`src/rtl/lsu_split_unit.sv`:
```
`default_nettype none
// ============================================================================
// Module   : lsu_split_unit
// Function : Load/store unit with byte-lane alignment, load extension and
//            two-beat splitting of misaligned accesses over a req/ack memory.
// Revision : 1.0 - initial release
// ============================================================================
module lsu_split_unit #(
  parameter int XLEN           = 32,
  parameter int ADDR_W         = 32,
  parameter int MISALIGN_SPLIT = 1,
  parameter int TIMEOUT        = 255
) (
  input  logic                 clk,
  input  logic                 reset,
  input  logic                 req_valid,
  output logic                 req_ready,
  input  logic                 req_we,
  input  logic [2:0]           req_type,
  input  logic [ADDR_W-1:0]    req_addr,
  input  logic [XLEN-1:0]      req_wdata,
  output logic                 resp_valid,
  output logic [XLEN-1:0]      resp_rdata,
  output logic                 resp_err,
  output logic                 stall,
  output logic                 mem_req,
  output logic                 mem_we,
  output logic [ADDR_W-1:0]    mem_addr,
  output logic [XLEN/8-1:0]    mem_be,
  output logic [XLEN-1:0]      mem_wdata,
  input  logic                 mem_ack,
  input  logic [XLEN-1:0]      mem_rdata
);

  localparam int c_NB   = XLEN / 8;
  localparam int c_OFFW = $clog2(c_NB);
  localparam int c_SHW  = $clog2(XLEN) + 1;
  localparam int c_CW   = (TIMEOUT > 0) ? $clog2(TIMEOUT + 1) : 1;

  typedef enum logic [1:0] {IDLE = 2'd0, BEAT0 = 2'd1, BEAT1 = 2'd2, RESP = 2'd3} state_t;

  state_t                     r_state, w_state_next;
  logic                       r_we, r_split, r_err;
  logic [2:0]                 r_type;
  logic [ADDR_W-c_OFFW-1:0]   r_line;
  logic [c_OFFW-1:0]          r_off;
  logic [3:0]                 r_size;
  logic [XLEN-1:0]            r_wdata, r_rdata;
  logic [c_CW-1:0]            r_cnt;

  logic [3:0]                 w_size;
  logic                       w_legal, w_misal, w_acc_err, w_to, w_beat;
  logic [c_OFFW-1:0]          w_off;
  logic [c_SHW-1:0]           w_sh0, w_sh1, w_ext_sh;
  logic [ADDR_W-1:0]          w_base;
  logic [2*c_NB-1:0]          w_be_wide;
  logic [2*XLEN-1:0]          w_wd_wide;
  logic                       w_sext;
  logic [XLEN-1:0]            w_lj, w_zx, w_ext;
  logic signed [XLEN-1:0]     w_sx;

  // Request decode: access size in bytes and type legality for this XLEN
  always_comb begin
    w_size  = 4'd4;
    w_legal = 1'b1;
    case (req_type)
      3'b000:         w_size = 4'd4;
      3'b001, 3'b010: w_size = 4'd2;
      3'b011, 3'b100: w_size = 4'd1;
      3'b101: begin w_size = 4'd8; w_legal = (XLEN == 64); end
      3'b110: begin w_size = 4'd4; w_legal = (XLEN == 64); end
      default:        w_legal = 1'b0;
    endcase
  end

  assign w_off     = req_addr[c_OFFW-1:0];
  assign w_misal   = (5'(w_off) + 5'(w_size)) > 5'(c_NB);
  assign w_acc_err = !w_legal || (w_misal && (MISALIGN_SPLIT == 0));
  assign w_beat    = (r_state == BEAT0) || (r_state == BEAT1);
  assign w_to      = w_beat && (TIMEOUT != 0) && (r_cnt == c_CW'(TIMEOUT));

  assign w_sh0     = c_SHW'({r_off, 3'b000});
  assign w_sh1     = c_SHW'(XLEN) - w_sh0;
  assign w_base    = {r_line, {c_OFFW{1'b0}}};
  assign w_be_wide = (((2*c_NB)'(1) << r_size) - (2*c_NB)'(1)) << r_off;
  assign w_wd_wide = {{XLEN{1'b0}}, r_wdata} << w_sh0;

  // Extension by left-justifying the field, then shifting back down
  always_comb begin
    w_ext_sh = '0;
    w_sext   = 1'b0;
    case (r_type)
      3'b000: begin w_ext_sh = c_SHW'(XLEN - 32); w_sext = 1'b1; end
      3'b001: begin w_ext_sh = c_SHW'(XLEN - 16); w_sext = 1'b1; end
      3'b010:       w_ext_sh = c_SHW'(XLEN - 16);
      3'b011: begin w_ext_sh = c_SHW'(XLEN - 8);  w_sext = 1'b1; end
      3'b100:       w_ext_sh = c_SHW'(XLEN - 8);
      3'b110:       w_ext_sh = c_SHW'(XLEN - 32);
      default:      w_ext_sh = '0;
    endcase
  end

  assign w_lj  = r_rdata << w_ext_sh;
  assign w_sx  = $signed(w_lj) >>> w_ext_sh;
  assign w_zx  = w_lj >> w_ext_sh;
  assign w_ext = w_sext ? w_sx : w_zx;

  always_ff @(posedge clk or negedge reset) begin
    if (!reset) r_state <= IDLE;
    else        r_state <= w_state_next;
  end

  always_comb begin
    w_state_next = r_state;
    req_ready    = 1'b0;
    stall        = 1'b1;
    mem_req      = 1'b0;
    mem_we       = 1'b0;
    mem_addr     = '0;
    mem_be       = '0;
    mem_wdata    = '0;
    resp_valid   = 1'b0;
    resp_err     = 1'b0;
    resp_rdata   = '0;
    case (r_state)
      IDLE: begin
        req_ready = 1'b1;
        stall     = 1'b0;
        if (req_valid) w_state_next = w_acc_err ? RESP : BEAT0;
      end
      BEAT0: begin
        mem_req   = !w_to;
        mem_we    = !w_to && r_we;
        mem_addr  = w_base;
        mem_be    = w_be_wide[c_NB-1:0];
        mem_wdata = w_wd_wide[XLEN-1:0];
        if (w_to)         w_state_next = RESP;
        else if (mem_ack) w_state_next = r_split ? BEAT1 : RESP;
      end
      BEAT1: begin
        mem_req   = !w_to;
        mem_we    = !w_to && r_we;
        mem_addr  = w_base + ADDR_W'(c_NB);
        mem_be    = w_be_wide[2*c_NB-1:c_NB];
        mem_wdata = w_wd_wide[2*XLEN-1:XLEN];
        if (w_to || mem_ack) w_state_next = RESP;
      end
      RESP: begin
        resp_valid   = 1'b1;
        resp_err     = r_err;
        resp_rdata   = (r_err || r_we) ? '0 : w_ext;
        w_state_next = IDLE;
      end
      default: w_state_next = IDLE;
    endcase
  end

  always_ff @(posedge clk or negedge reset) begin
    if (!reset) begin
      r_we    <= 1'b0;
      r_split <= 1'b0;
      r_err   <= 1'b0;
      r_type  <= '0;
      r_line  <= '0;
      r_off   <= '0;
      r_size  <= '0;
      r_wdata <= '0;
      r_rdata <= '0;
      r_cnt   <= '0;
    end else begin
      if (r_state == IDLE && req_valid) begin
        r_we    <= req_we;
        r_type  <= req_type;
        r_line  <= req_addr[ADDR_W-1:c_OFFW];
        r_off   <= w_off;
        r_size  <= w_size;
        r_wdata <= req_wdata;
        r_split <= w_misal;
        r_err   <= w_acc_err;
        r_rdata <= '0;
      end
      // Beat 0 fills the low result lanes, beat 1 lands above them
      if (r_state == BEAT0 && mem_req && mem_ack && !r_we)
        r_rdata <= mem_rdata >> w_sh0;
      if (r_state == BEAT1 && mem_req && mem_ack && !r_we)
        r_rdata <= r_rdata | (mem_rdata << w_sh1);
      if (w_to) r_err <= 1'b1;
      if (w_state_next != r_state) r_cnt <= '0;
      else if (mem_req && !mem_ack) r_cnt <= r_cnt + c_CW'(1);
    end
  end

endmodule
`default_nettype wire

```
`config.mk`:
```
export PLATFORM = sky130hd
export DESIGN_NAME = lsu_split_unit
export DESIGN_NICKNAME = d
export VERILOG_FILES = /design/src/rtl/lsu_split_unit.sv
export SDC_FILE = /design/constraint.sdc
export NUM_CORES = 1
export LEC_CHECK = 0
export ABC_AREA = 1
export ABC_CLOCK_PERIOD_IN_PS = 2600
export BUFFER_PORTS_ARGS = -buffer_cell sky130_fd_sc_hd__buf_4
export CAP_MARGIN = 15
export CELL_PAD_IN_SITES_DETAIL_PLACEMENT = 2
export CELL_PAD_IN_SITES_GLOBAL_PLACEMENT = 2
export CORE_ASPECT_RATIO = 0.8
export CORE_MARGIN = 2
export CORE_UTILIZATION = 29
export CTS_CLUSTER_DIAMETER = 30
export DETAILED_ROUTE_END_ITERATION = 10
export PLACE_DENSITY = 0.83
export SLEW_MARGIN = 20
export SYNTH_ARGS = -nofsm -noshare
export SYNTH_HDL_FRONTEND = slang
export SYNTH_SLANG_ARGS = --single-unit
```
`constraint.sdc`:
```
create_clock -name clk -period 2.6 [get_ports clk]
set_input_delay 0.26 -clock clk [delete_from_list [all_inputs] [get_ports clk]]
set_output_delay 0.26 -clock clk [all_outputs]
set_load 0.005 [all_outputs]
```
==> impl_metrics.json, run 1 <==
{
  "grt_busiest_layer": "met2",
  "cp-start-kind": "flip-flop",
  "drt_pass1_iterations": 5,
  "cts_tree": "done",
  "synthAdderAreaFrac": 0.01787,
  "final_common_cell": "nand2_1",
  "yosysSeqAreaShare": 0.3291,
  "yosysTopAreaCellShare": 0.3291,
  "synth_compound_area_frac": 0.2139,
  "die_w_microns": 199.0,
  "synth-seq-cells": 116,
  "antenna_found_initial": 0,
  "hold_path.startpoint": "req_wdata[22]",
  "synthToLayoutAreaGrowth_pct": 35.89,
  "async_reset_ff_frac": 1.000,
  "muxShareOfSynthArea": 0,
  "synth_cell_types": 56,
  "gp_congestion": 0.8904,
  "finalSetupTns_ns": 0,
  "critPathMaxStageDelay_ns": 0.49,
  "tightest_slew_ns": 0.7235,
  "clock_path_buffers": 2,
  "drive_above_1_share": 0.2541,
  "grt_pass1_vias": 11050,
  "critPathSlowestCell": "dfrtp_1",
  "r2r-start": "r_state[1]$_DFF_PN0_",
  "cp_common_cell": "buf_4",
  "worstPathCellList": "nand4_1, buf_4, inv_1, nand2_1, nor3_1, or2_2, nand3_1, o21ai_1, buf_4",
  "synthSimpleGateAreaFrac": 0.3272,
  "synthTopCellsByArea": "dfrtp_1, nand2_1, o21ai_0",
  "drtIter0Drc": 729,
  "leakage_nw": 5.692,
  "grt_setup_unrepaired": "true",
  "path_clk_slew_ns": 0.07,
  "grt_use_met2": 0.4118,
  "grt-ovfl-total": 0,
  "cts_max_level": 4,
  "core_sq_mm": 0.03017,
  "drt_wl_total_mm": 40.85,
  "yosys.area_share.xor_xnor": 0.007943,
  "grt_pass1_wl_mm": 63.11,
  "synth-edff-count": 0,
  "power.total_mw": 14.76,
  "slew_headroom": 0.5177,
  "syn_area_per_cell_sq_um": 6.458,
  "fillers": 3635,
  "diodes": 0,
  "start_util": 0.2924,
  "grt_max_degree": 70,
  "power_density_mw_per_mm2": 1231,
  "antenna_left": 0,
  "synth_largest_area_cell": "dfrtp_1",
  "path_buf_inv": 3,
  "pre_cts_slack_ns": 0.2214,
  "fin_crit_ns": 2.552,
  "die_h_microns": 160.0,
  "ir_drop_mv": 0.5840,
  "hp-class": "input port to flip-flop",
  "yosysWarnings": 0,
  "min_to": "r_wdata[22]$_DFFE_PN0P_",
  "drt-wirelength-per-cell_microns": 20.39,
  "pin_count": 210,
  "clock.fmax_mhz": 391.8,
  "syn_inst": 1366,
  "fin_crit_sh": 0.9816,
  "drc": 0,
  "cap_violations": 0,
  "critPathTopFamily": "simple AND/OR/NAND/NOR gates",
  "portBuffers": 207,
  "synth_area_sq_mm": 0.008821,
  "outcome": "finished, final reports clean",
  "worstPathRequired_ns": 2.34,
  "synth_top_family_by_area": "simple AND/OR/NAND/NOR gates",
  "reg2reg_depth": 10,
  "utilization": 0.3973,
  "finalWorstSetupSlack_ns": 0.04785,
  "synth_ff_type": "dfrtp_1",
  "r2r_end": "r_rdata[7]$_DFFE_PN0P_",
  "end_kind": "primary output",
  "clock-sinks": 116,
  "clockRootBuffer": "clkbuf_16",
  "clkLatencyLatePin_ns": 0.46,
  "final_cell_mix": "nand2_1, buf_4, o21ai_0",
  "cts_inserted_buffers": 17,
  "fp-row-count": 57,
  "hold_viol": 0,
  "hold_depth": 3,
  "dp_hpwl_mm": 29.30,
  "slew_viol_final": 0,
  "track_usage": 0.2529,
  "use_met1": 0.3577,
  "reg2reg_slack_ns": 0.32,
  "crit_type": "flip-flop to primary output",
  "grt_use_met3": 0.03189,
  "setup_viol": 0,
  "die_area_sq_mm": 0.03184,
  "crit_fanout": 6,
  "fin_nets": 1693,
  "viasPerCell": 5.272,
  "critPathArrivalTime_ns": 2.29,
  "clock-skew-final_ns": 0.01896,
  "vias": 10560
}
report_power, final:
part           total (mW)  internal (mW)  switching [mW]
combinational        8.96           3.12            5.84
sequential           3.46           2.62           0.844
clock                2.33           1.32            1.02
total                14.8           7.06            7.70
Yosys cell counts (2+ instances only):
| cell | n |
|---|---|
| a211oi_1 | 3 |
| a21boi_0 | 3 |
| a21oi_1 | 90 |
| a22o_1 | 10 |
| a31oi_1 | 17 |
| buf_1 | 6 |
| buf_2 | 28 |
| buf_4 | 4 |
| buf_6 | 4 |
| clkbuf_1 | 32 |
| dfrtp_1 | 116 |
| ha_1 | 11 |
| inv_1 | 138 |
| inv_2 | 5 |
| nand2_1 | 430 |
| nand2_2 | 7 |
| nand2_4 | 4 |
| nand3_1 | 69 |
| nand3_2 | 2 |
| nand4_1 | 25 |
| nor2_1 | 101 |
| nor2_2 | 6 |
| nor2_4 | 5 |
| nor3_1 | 13 |
| nor3_2 | 2 |
| nor3b_1 | 2 |
| o211ai_1 | 19 |
| o21a_1 | 2 |
| o21ai_0 | 161 |
| o21ai_1 | 6 |
| o21ai_2 | 2 |
| o22ai_1 | 8 |
| o311ai_0 | 4 |
| o31ai_1 | 2 |
| or2_2 | 2 |
| xnor2_1 | 4 |
| xor2_1 | 4 |
flip-flops by register name (all words and copies together), names as in the netlist:
signal	flops
r_rdata	32
r_split	1
r_size	4
r_state	2
r_cnt	8
r_wdata	32
r_we	1
r_type	3
r_err	1
r_off	2
r_line	30
layout make-up:
class	instances	area, sq um	share of cell area
multi-input combinational	1031	5288	0.4411
sequential	116	2918	0.2434
timing repair buffer	266	2132	0.1779
inverter	145	571.8	0.04770
tap	413	516.7	0.04311
clock buffer	17	425.4	0.03549
clock inverter	15	135.1	0.01127
worst max path at each step:
stage	start	endpoint	slack, ns	cells past startpoint
finish	r_line[6]$_DFFE_PN0P_	mem_addr[23]	0.05	9
global route	r_line[6]$_DFFE_PN0P_	mem_addr[23]	-0.06	9
CTS	r_size[1]$_DFFE_PN0P_	mem_be[2]	0.003	12
detailed placement	r_size[2]$_DFFE_PN0P_	mem_be[1]	0.22	10
global placement	r_size[2]$_DFFE_PN0P_	mem_be[1]	0.34	10
floorplan	r_off[1]$_DFFE_PN0P_	r_rdata[28]$_DFFE_PN0P_	0.48	11
cells by family (layout without fill, tap and decap cells):
group / after synthesis / count (layout)
other: 1 / 2
and+or+nand+nor: 673 / 673
AOI/OAI and AO/OA: 336 / 336
adders and majority gates: 12 / 12
xor gates and xnor gates: 8 / 8
buffers and inverters: 220 / 443
DFF: 116 / 116
per-layer routing:
layer  share of wire  vias up
met5               0        -
met4           0.014        0
met3           0.051       44
met2            0.47      292
met1            0.46     5325
li1                -     4899
per-stage QoR:
step / hold slack, ns / std cells / cell area, sq um
finish: 0.01473 / 2003 / 11990
global route: 0.01440 / 2003 / 11990
CTS: 0.005187 / 1990 / 11650
detailed placement: 0.3510 / 1951 / 10910
global placement: 0.3428 / 1951 / 10910
floorplan: -0.03559 / 1367 / 8825
tightest hold or removal path: stages:
cell and delay (ns):
buf_4 0.08, nand2_1 0.04, nand2_1 0.05
timing repair:
| item | CTS | global route |
|---|---|---|
| endpoints found under the hold margin | 46 | 0 |
| resized for setup | 31 | 57 |
| hold buffers | 1 | 0 |
| buffers inserted | 6 | 13 |
| pin swaps | 4 | 9 |
| setup endpoints to repair | 65 | 69 |
Note: power is estimated with default switching activity, not from simulation.
==> run 2, diff against run 1 <==
--- a/config.mk
+++ b/config.mk
@@ -6,17 +6,17 @@
 export NUM_CORES = 1
 export LEC_CHECK = 0
 export ABC_AREA = 1
-export ABC_CLOCK_PERIOD_IN_PS = 2600
+export ABC_CLOCK_PERIOD_IN_PS = 3000
 export BUFFER_PORTS_ARGS = -buffer_cell sky130_fd_sc_hd__buf_4
 export CAP_MARGIN = 15
 export CELL_PAD_IN_SITES_DETAIL_PLACEMENT = 2
 export CELL_PAD_IN_SITES_GLOBAL_PLACEMENT = 2
 export CORE_ASPECT_RATIO = 0.8
 export CORE_MARGIN = 2
-export CORE_UTILIZATION = 29
+export CORE_UTILIZATION = 31
 export CTS_CLUSTER_DIAMETER = 30
 export DETAILED_ROUTE_END_ITERATION = 10
-export PLACE_DENSITY = 0.83
+export PLACE_DENSITY = 0.88
 export SLEW_MARGIN = 20
 export SYNTH_ARGS = -nofsm -noshare
 export SYNTH_HDL_FRONTEND = slang
==> constraint.sdc (replaced) <==
create_clock -name clk -period 3 [get_ports clk]
set_input_delay 0.3 -clock clk [delete_from_list [all_inputs] [get_ports clk]]
set_output_delay 0.3 -clock clk [all_outputs]
set_load 0.005 [all_outputs]
==> run 2 against run 1 <==
Effect of this change: setup slack better by 0.0021 ns; utilization up 0.99 points; wire length up 5.6%; clock skew down 0.0076 ns; power down 14%; non-clock buffer count down 24; die area down 6.3%; clock-buffer cell count up 3; critical path depth unchanged; first-iteration DRC count down 9.1%; cell count down 3.4%; critical endpoint is now mem_addr[26]; highest routed layer unchanged.
==> impl_metrics.json, run 2 (synthesis results as in run 1) <==
{
  "whs_ns": 0.05988,
  "drt_wl_total_mm": 43.15,
  "cp_common_cell": "nand2_1",
  "cts_inserted_buffers": 17,
  "clockRootBuffer": "clkbuf_16",
  "power.total_mw": 12.65,
  "hp-class": "input port to flip-flop",
  "setup_viol": 0,
  "dp_hpwl_mm": 30.33,
  "pin_count": 210,
  "hold_path.startpoint": "req_wdata[20]",
  "vias": 10780,
  "clock-skew-final_ns": 0.01137,
  "grt-ovfl-total": 0,
  "antenna_found_initial": 0,
  "cts_max_level": 4,
  "seq_area_sq_mm": 0.002909,
  "gp_congestion": 0.8607,
  "core_sq_mm": 0.02815,
  "clock-sinks": 116,
  "top_regs": "r_rdata (32), r_wdata (32), r_line (30)",
  "r2r-start": "r_state[1]$_DFF_PN0_",
  "track_usage": 0.2885,
  "final_common_cell": "nand2_1",
  "slew_headroom": 0.4977,
  "fin_crit_ns": 2.950,
  "worstPathCellList": "nand2_1, nor3_2, nand2_1, nor3b_1, nand2_1, nand2_1, nand4_1, o21ai_1, buf_4",
  "cap_violations": 0,
  "drt-wirelength-per-cell_microns": 22.30,
  "grt_pass1_vias": 11530,
  "grt_max_degree": 67,
  "ir_drop_mv": 0.4145,
  "critPathSlowestCell": "dfrtp_1",
  "cts_tree": "done",
  "leakage_nw": 5.555,
  "critPathArrivalTime_ns": 2.65,
  "clkLatencyLatePin_ns": 0.44,
  "power_density_mw_per_mm2": 1103,
  "clock.fmax_mhz": 339.0,
  "fin_nets": 1670,
  "synthToLayoutAreaGrowth_pct": 29.94,
  "fp-row-count": 55,
  "startpoint": "r_line[14]$_DFFE_PN0P_",
  "critPathMaxStageDelay_ns": 0.41,
  "die_area_sq_mm": 0.02983,
  "crit_type": "flip-flop to primary output",
  "antenna_left": 0,
  "reg2reg_depth": 9,
  "viasPerCell": 5.569,
  "worstPathRequired_ns": 2.70,
  "tightest_slew_ns": 0.7534,
  "diodes": 0,
  "fillers": 3383,
  "die_h_microns": 154.9,
  "outcome": "finished, final reports clean",
  "placedCellCount": 1893,
  "grt_pass1_wl_mm": 66.61,
  "cp-start-kind": "flip-flop",
  "start_util": 0.3134,
  "multi_input_area_sq_mm": 0.005062,
  "clock_path_buffers": 2,
  "path_clk_slew_ns": 0.06,
  "drt_pass1_iterations": 5,
  "finalSetupTns_ns": 0,
  "slew_viol_final": 0,
  "hold_viol": 0,
  "instances_no_fill": 1935,
  "die_w_microns": 192.6,
  "hold_depth": 3,
  "end_kind": "primary output",
  "drive_above_1_share": 0.2128,
  "portBuffers": 207,
  "drc": 0,
  "fin_crit_sh": 0.9833,
  "final_cell_mix": "nand2_1, buf_4, o21ai_0",
  "crit_fanout": 6,
  "drtIter0Drc": 663
}
==> run 2: worst paths after layout <==
kind / end / slack, ns
worst max-delay path: mem_addr[26] / 0.05
worst min-delay path: r_wdata[20]$_DFFE_PN0P_ / 0.06
worst max register to register: r_rdata[11]$_DFFE_PN0P_ / 0.27
worst min register to register: r_rdata[22]$_DFFE_PN0P_ / 0.49
max in group asynchronous: r_wdata[26]$_DFFE_PN0P_ / 1.71
min in group asynchronous: r_line[18]$_DFFE_PN0P_ / 0.41
==> run 2: layout make-up <==
type / instances / area share
inverter: 145 / 0.04901
tap: 370 / 0.04039
multi-input combinational: 1032 / 0.4417
timing repair buffer: 242 / 0.1645
clock inverter: 10 / 0.01168
sequential: 116 / 0.2538
clock buffer: 20 / 0.03897
==> run 2: repair_timing <==
item,4_1_cts,5_1_grt
pin swaps,0,2
hold buffers,1,0
hold endpoints to repair,39,0
setup endpoints to repair,11,53
setup buffers,0,10
cloned,0,1
resized for setup,4,13
==> run 2: metrics by stage <==
stage                 util  setup WS, ns  cell area [sq um]
finish              0.4072       0.04996              11460
CTS                 0.4026      0.002024              11330
floorplan                -        0.8773               8825
detailed placement  0.3812        0.3596              10730
global placement    0.3812        0.5172              10730
global route        0.4072      -0.03220              11460
==> run 2: worst max-delay path, delay by kind of cell, from the launching register on <==
kind,cells,cell delay [ns]
and+or+nand+nor,7,1.53
DFF,1,0.41
buffers and inverters,1,0.14
AOI/OAI and AO/OA,1,0.13
==> run 2: where the power goes <==
| part | total, mW | switching (mW) | internal (mW) |
|---|---|---|---|
| clock | 2.14 | 0.825 | 1.31 |
| combinational | 7.45 | 5.03 | 2.42 |
| sequential | 3.06 | 0.799 | 2.26 |
==> run 2: routing by layer <==
layer,vias to the layer above,share of wire,routed length (microns),track usage
met3,79,0.049,2125,0.04083
met2,341,0.48,20900,0.4864
met1,5495,0.44,19020,0.3833
met5,-,0,0,0
met4,0,0.025,1096,0.08470
li1,4861,-,-,-
==> run 3, diff against run 2 <==
--- a/config.mk
+++ b/config.mk
@@ -6,17 +6,17 @@
 export NUM_CORES = 1
 export LEC_CHECK = 0
 export ABC_AREA = 1
-export ABC_CLOCK_PERIOD_IN_PS = 3000
+export ABC_CLOCK_PERIOD_IN_PS = 3200
 export BUFFER_PORTS_ARGS = -buffer_cell sky130_fd_sc_hd__buf_4
 export CAP_MARGIN = 15
 export CELL_PAD_IN_SITES_DETAIL_PLACEMENT = 2
 export CELL_PAD_IN_SITES_GLOBAL_PLACEMENT = 2
 export CORE_ASPECT_RATIO = 0.8
 export CORE_MARGIN = 2
-export CORE_UTILIZATION = 31
+export CORE_UTILIZATION = 29
 export CTS_CLUSTER_DIAMETER = 30
 export DETAILED_ROUTE_END_ITERATION = 10
-export PLACE_DENSITY = 0.88
+export PLACE_DENSITY_LB_ADDON = 0.1
 export SLEW_MARGIN = 20
 export SYNTH_ARGS = -nofsm -noshare
 export SYNTH_HDL_FRONTEND = slang
==> constraint.sdc (replaced) <==
create_clock -name clk -period 3.2 [get_ports clk]
set_input_delay 0.32 -clock clk [delete_from_list [all_inputs] [get_ports clk]]
set_output_delay 0.32 -clock clk [all_outputs]
set_load 0.005 [all_outputs]
==> run 3 against run 2 <==
Effect of this change: global-route usage down 3.4 points; sequential share of layout area up 0.095 points; sequential power down 9.5%; non-clock buffer count down 15; wire length down 7.9%; die area up 6.7%; sequential cell count unchanged; power down 9.0%; critical path type unchanged; largest cell class unchanged; largest power group unchanged; highest routed layer is now met5.
==> impl_metrics.json, run 3 (synthesis results as in run 1) <==
{
  "outcome": "finished, final reports clean",
  "path_clk_slew_ns": 0.06,
  "cts_inserted_buffers": 17,
  "portBuffers": 207,
  "power_density_mw_per_mm2": 1008,
  "die_w_microns": 199.0,
  "reg2reg_depth": 10,
  "clock-skew-final_ns": 0.01173,
  "seq_area_sq_mm": 0.002907,
  "multi_input_area_sq_mm": 0.005020,
  "die_area_sq_mm": 0.03184,
  "drt-wirelength-per-cell_microns": 20.23,
  "cap_violations": 0,
  "pin_count": 210,
  "clock_path_buffers": 2,
  "cts_max_level": 4,
  "final_cell_mix": "nand2_1, buf_4, o21ai_0",
  "start_util": 0.2924,
  "drt_pass1_iterations": 5,
  "clock.fmax_mhz": 335.3,
  "fin_crit_sh": 0.9321,
  "r2r-start": "r_state[0]$_DFF_PN0_",
  "vias": 10130,
  "viasPerCell": 5.156,
  "whs_ns": 0.07517,
  "finalSetupTns_ns": 0,
  "drc": 0,
  "drtIter0Drc": 675,
  "cp-start-kind": "flip-flop",
  "min_to": "r_wdata[22]$_DFFE_PN0P_",
  "fp-row-count": 57,
  "fillers": 3710,
  "drt_wl_total_mm": 39.74,
  "gp_congestion": 0.8499,
  "p_clk_frac": 0.191,
  "internal_power_mw": 5.659,
  "grt-ovfl-total": 0,
  "switching_share": 0.5080,
  "die_h_microns": 160.0,
  "crit_type": "flip-flop to primary output",
  "slew_viol_final": 0,
  "p_sw_mw": 5.844,
  "grt_pass1_vias": 10810,
  "hold_depth": 3,
  "grt_setup_unrepaired": "false",
  "worstPathRequired_ns": 2.88,
  "leakage_nw": 5.519,
  "r2r_end": "r_rdata[7]$_DFFE_PN0P_",
  "post-cts-setup-buffer-count": 0,
  "core_sq_mm": 0.03017,
  "clock-sinks": 116,
  "setup_viol": 0,
  "critPathArrivalTime_ns": 2.66,
  "drive_above_1_share": 0.1979,
  "ir_drop_mv": 0.4429,
  "final_common_cell": "nand2_1",
  "fin_nets": 1654,
  "seqPwrFrac": 0.241,
  "hold_path.startpoint": "req_wdata[22]",
  "end_kind": "primary output",
  "antenna_found_initial": 2,
  "grt_pass1_wl_mm": 62.35,
  "crit_fanout": 5,
  "synthToLayoutAreaGrowth_pct": 29.35,
  "track_usage": 0.2542,
  "hp-class": "input port to flip-flop",
  "tightest_slew_ns": 0.7244,
  "power_frac_comb": 0.568,
  "fin_crit_ns": 2.983,
  "antenna_left": 0,
  "top_regs": "r_rdata (32), r_wdata (32), r_line (30)",
  "grt_max_degree": 109,
  "clockRootBuffer": "clkbuf_16",
  "clkLatencyLatePin_ns": 0.44,
  "dp_hpwl_mm": 29.55,
  "hold_viol": 0,
  "reg2reg_slack_ns": 0.51,
  "cts_tree": "done",
  "slew_headroom": 0.5170
}
## run 3: cell count changes in the layout (fill, tap and decap cells not counted), sizes merged
cell,previous run,this run
clkinv,7,4
bufinv,3,5
clkinvlp,5,2
diode,0,1
inv,140,142
buf,241,226
o21ai,171,170
clkbuf,20,24
## run 3: worst max-delay path, cell delays in order, from the launching register on
cell and delay, ns:
dfrtp_1 0.44, nor2_2 0.22, nand3_1 0.19, ha_1 0.23, inv_1 0.08, xor2_1 0.19, nand2_1 0.06, o21ai_0 0.14
nand2_1 0.08, nand2_1 0.07, inv_1 0.04, a21oi_1 0.30, buf_4 0.18
## run 3: routing by layer
metal  wire (microns)  vias to the layer above  global-route usage
met5               12                        -                   0
li1                 -                     4821                   -
met3             2154                       29             0.05554
met1            19650                     5047              0.3654
met4              405                        2             0.05156
met2            17520                      232              0.3911
## run 3: area by class of cell
class / instances / area share
sequential: 116 / 0.2547
multi-input combinational: 1031 / 0.4400
tap: 413 / 0.04529
clock inverter: 8 / 0.01502
antenna: 1 / 0.0002193
clock buffer: 24 / 0.04222
inverter: 145 / 0.04858
timing repair buffer: 227 / 0.1540
## run 3: how the worst max path moves through the flow
stage / startpoint / to / slack, ns / depth (start not counted)
2_1_floorplan: r_off[1]$_DFFE_PN0P_ / r_rdata[28]$_DFFE_PN0P_ / 1.08 / 11
3_3_place_gp: r_state[0]$_DFF_PN0_ / r_rdata[6]$_DFFE_PN0P_ / 0.66 / 10
3_5_place_dp: r_state[0]$_DFF_PN0_ / r_rdata[6]$_DFFE_PN0P_ / 0.54 / 10
4_1_cts: r_size[2]$_DFFE_PN0P_ / mem_be[2] / 0.15 / 12
5_1_grt: r_type[2]$_DFFE_PN0P_ / resp_rdata[18] / 0.007 / 8
6_report: r_size[2]$_DFFE_PN0P_ / mem_be[2] / 0.22 / 12
## run 3: repair_timing
| item | 4_1_cts | 5_1_grt |
|---|---|---|
| hold buffers | 1 | 0 |
| hold endpoints to repair | 35 | 0 |
| setup endpoints to repair | 0 | 3 |
| resized for setup | 0 | 3 |
## run 3: power by group through the flow
stage	combinational (mW)	sequential [mW]	clock, mW
floorplan	4.12	2.50	0
global placement	6.30	2.75	0
detailed placement	6.50	2.77	0
CTS	6.57	2.76	2.24
global route	7.33	2.86	2.30
finish	6.53	2.77	2.20
## run 3: through the flow
stage / utilization / cells / setup slack, ns / power [mW] / area [sq um]
4_1_cts: 0.3778 / 1964 / 0.1503 / 11.57 / 11400
2_1_floorplan: - / 1367 / 1.077 / 6.617 / 8825
3_5_place_dp: 0.3558 / 1931 / 0.5365 / 9.268 / 10730
3_3_place_gp: 0.3558 / 1931 / 0.6576 / 9.050 / 10730
6_report: 0.3782 / 1965 / 0.2174 / 11.50 / 11410
5_1_grt: 0.3781 / 1964 / 0.006551 / 12.49 / 11410
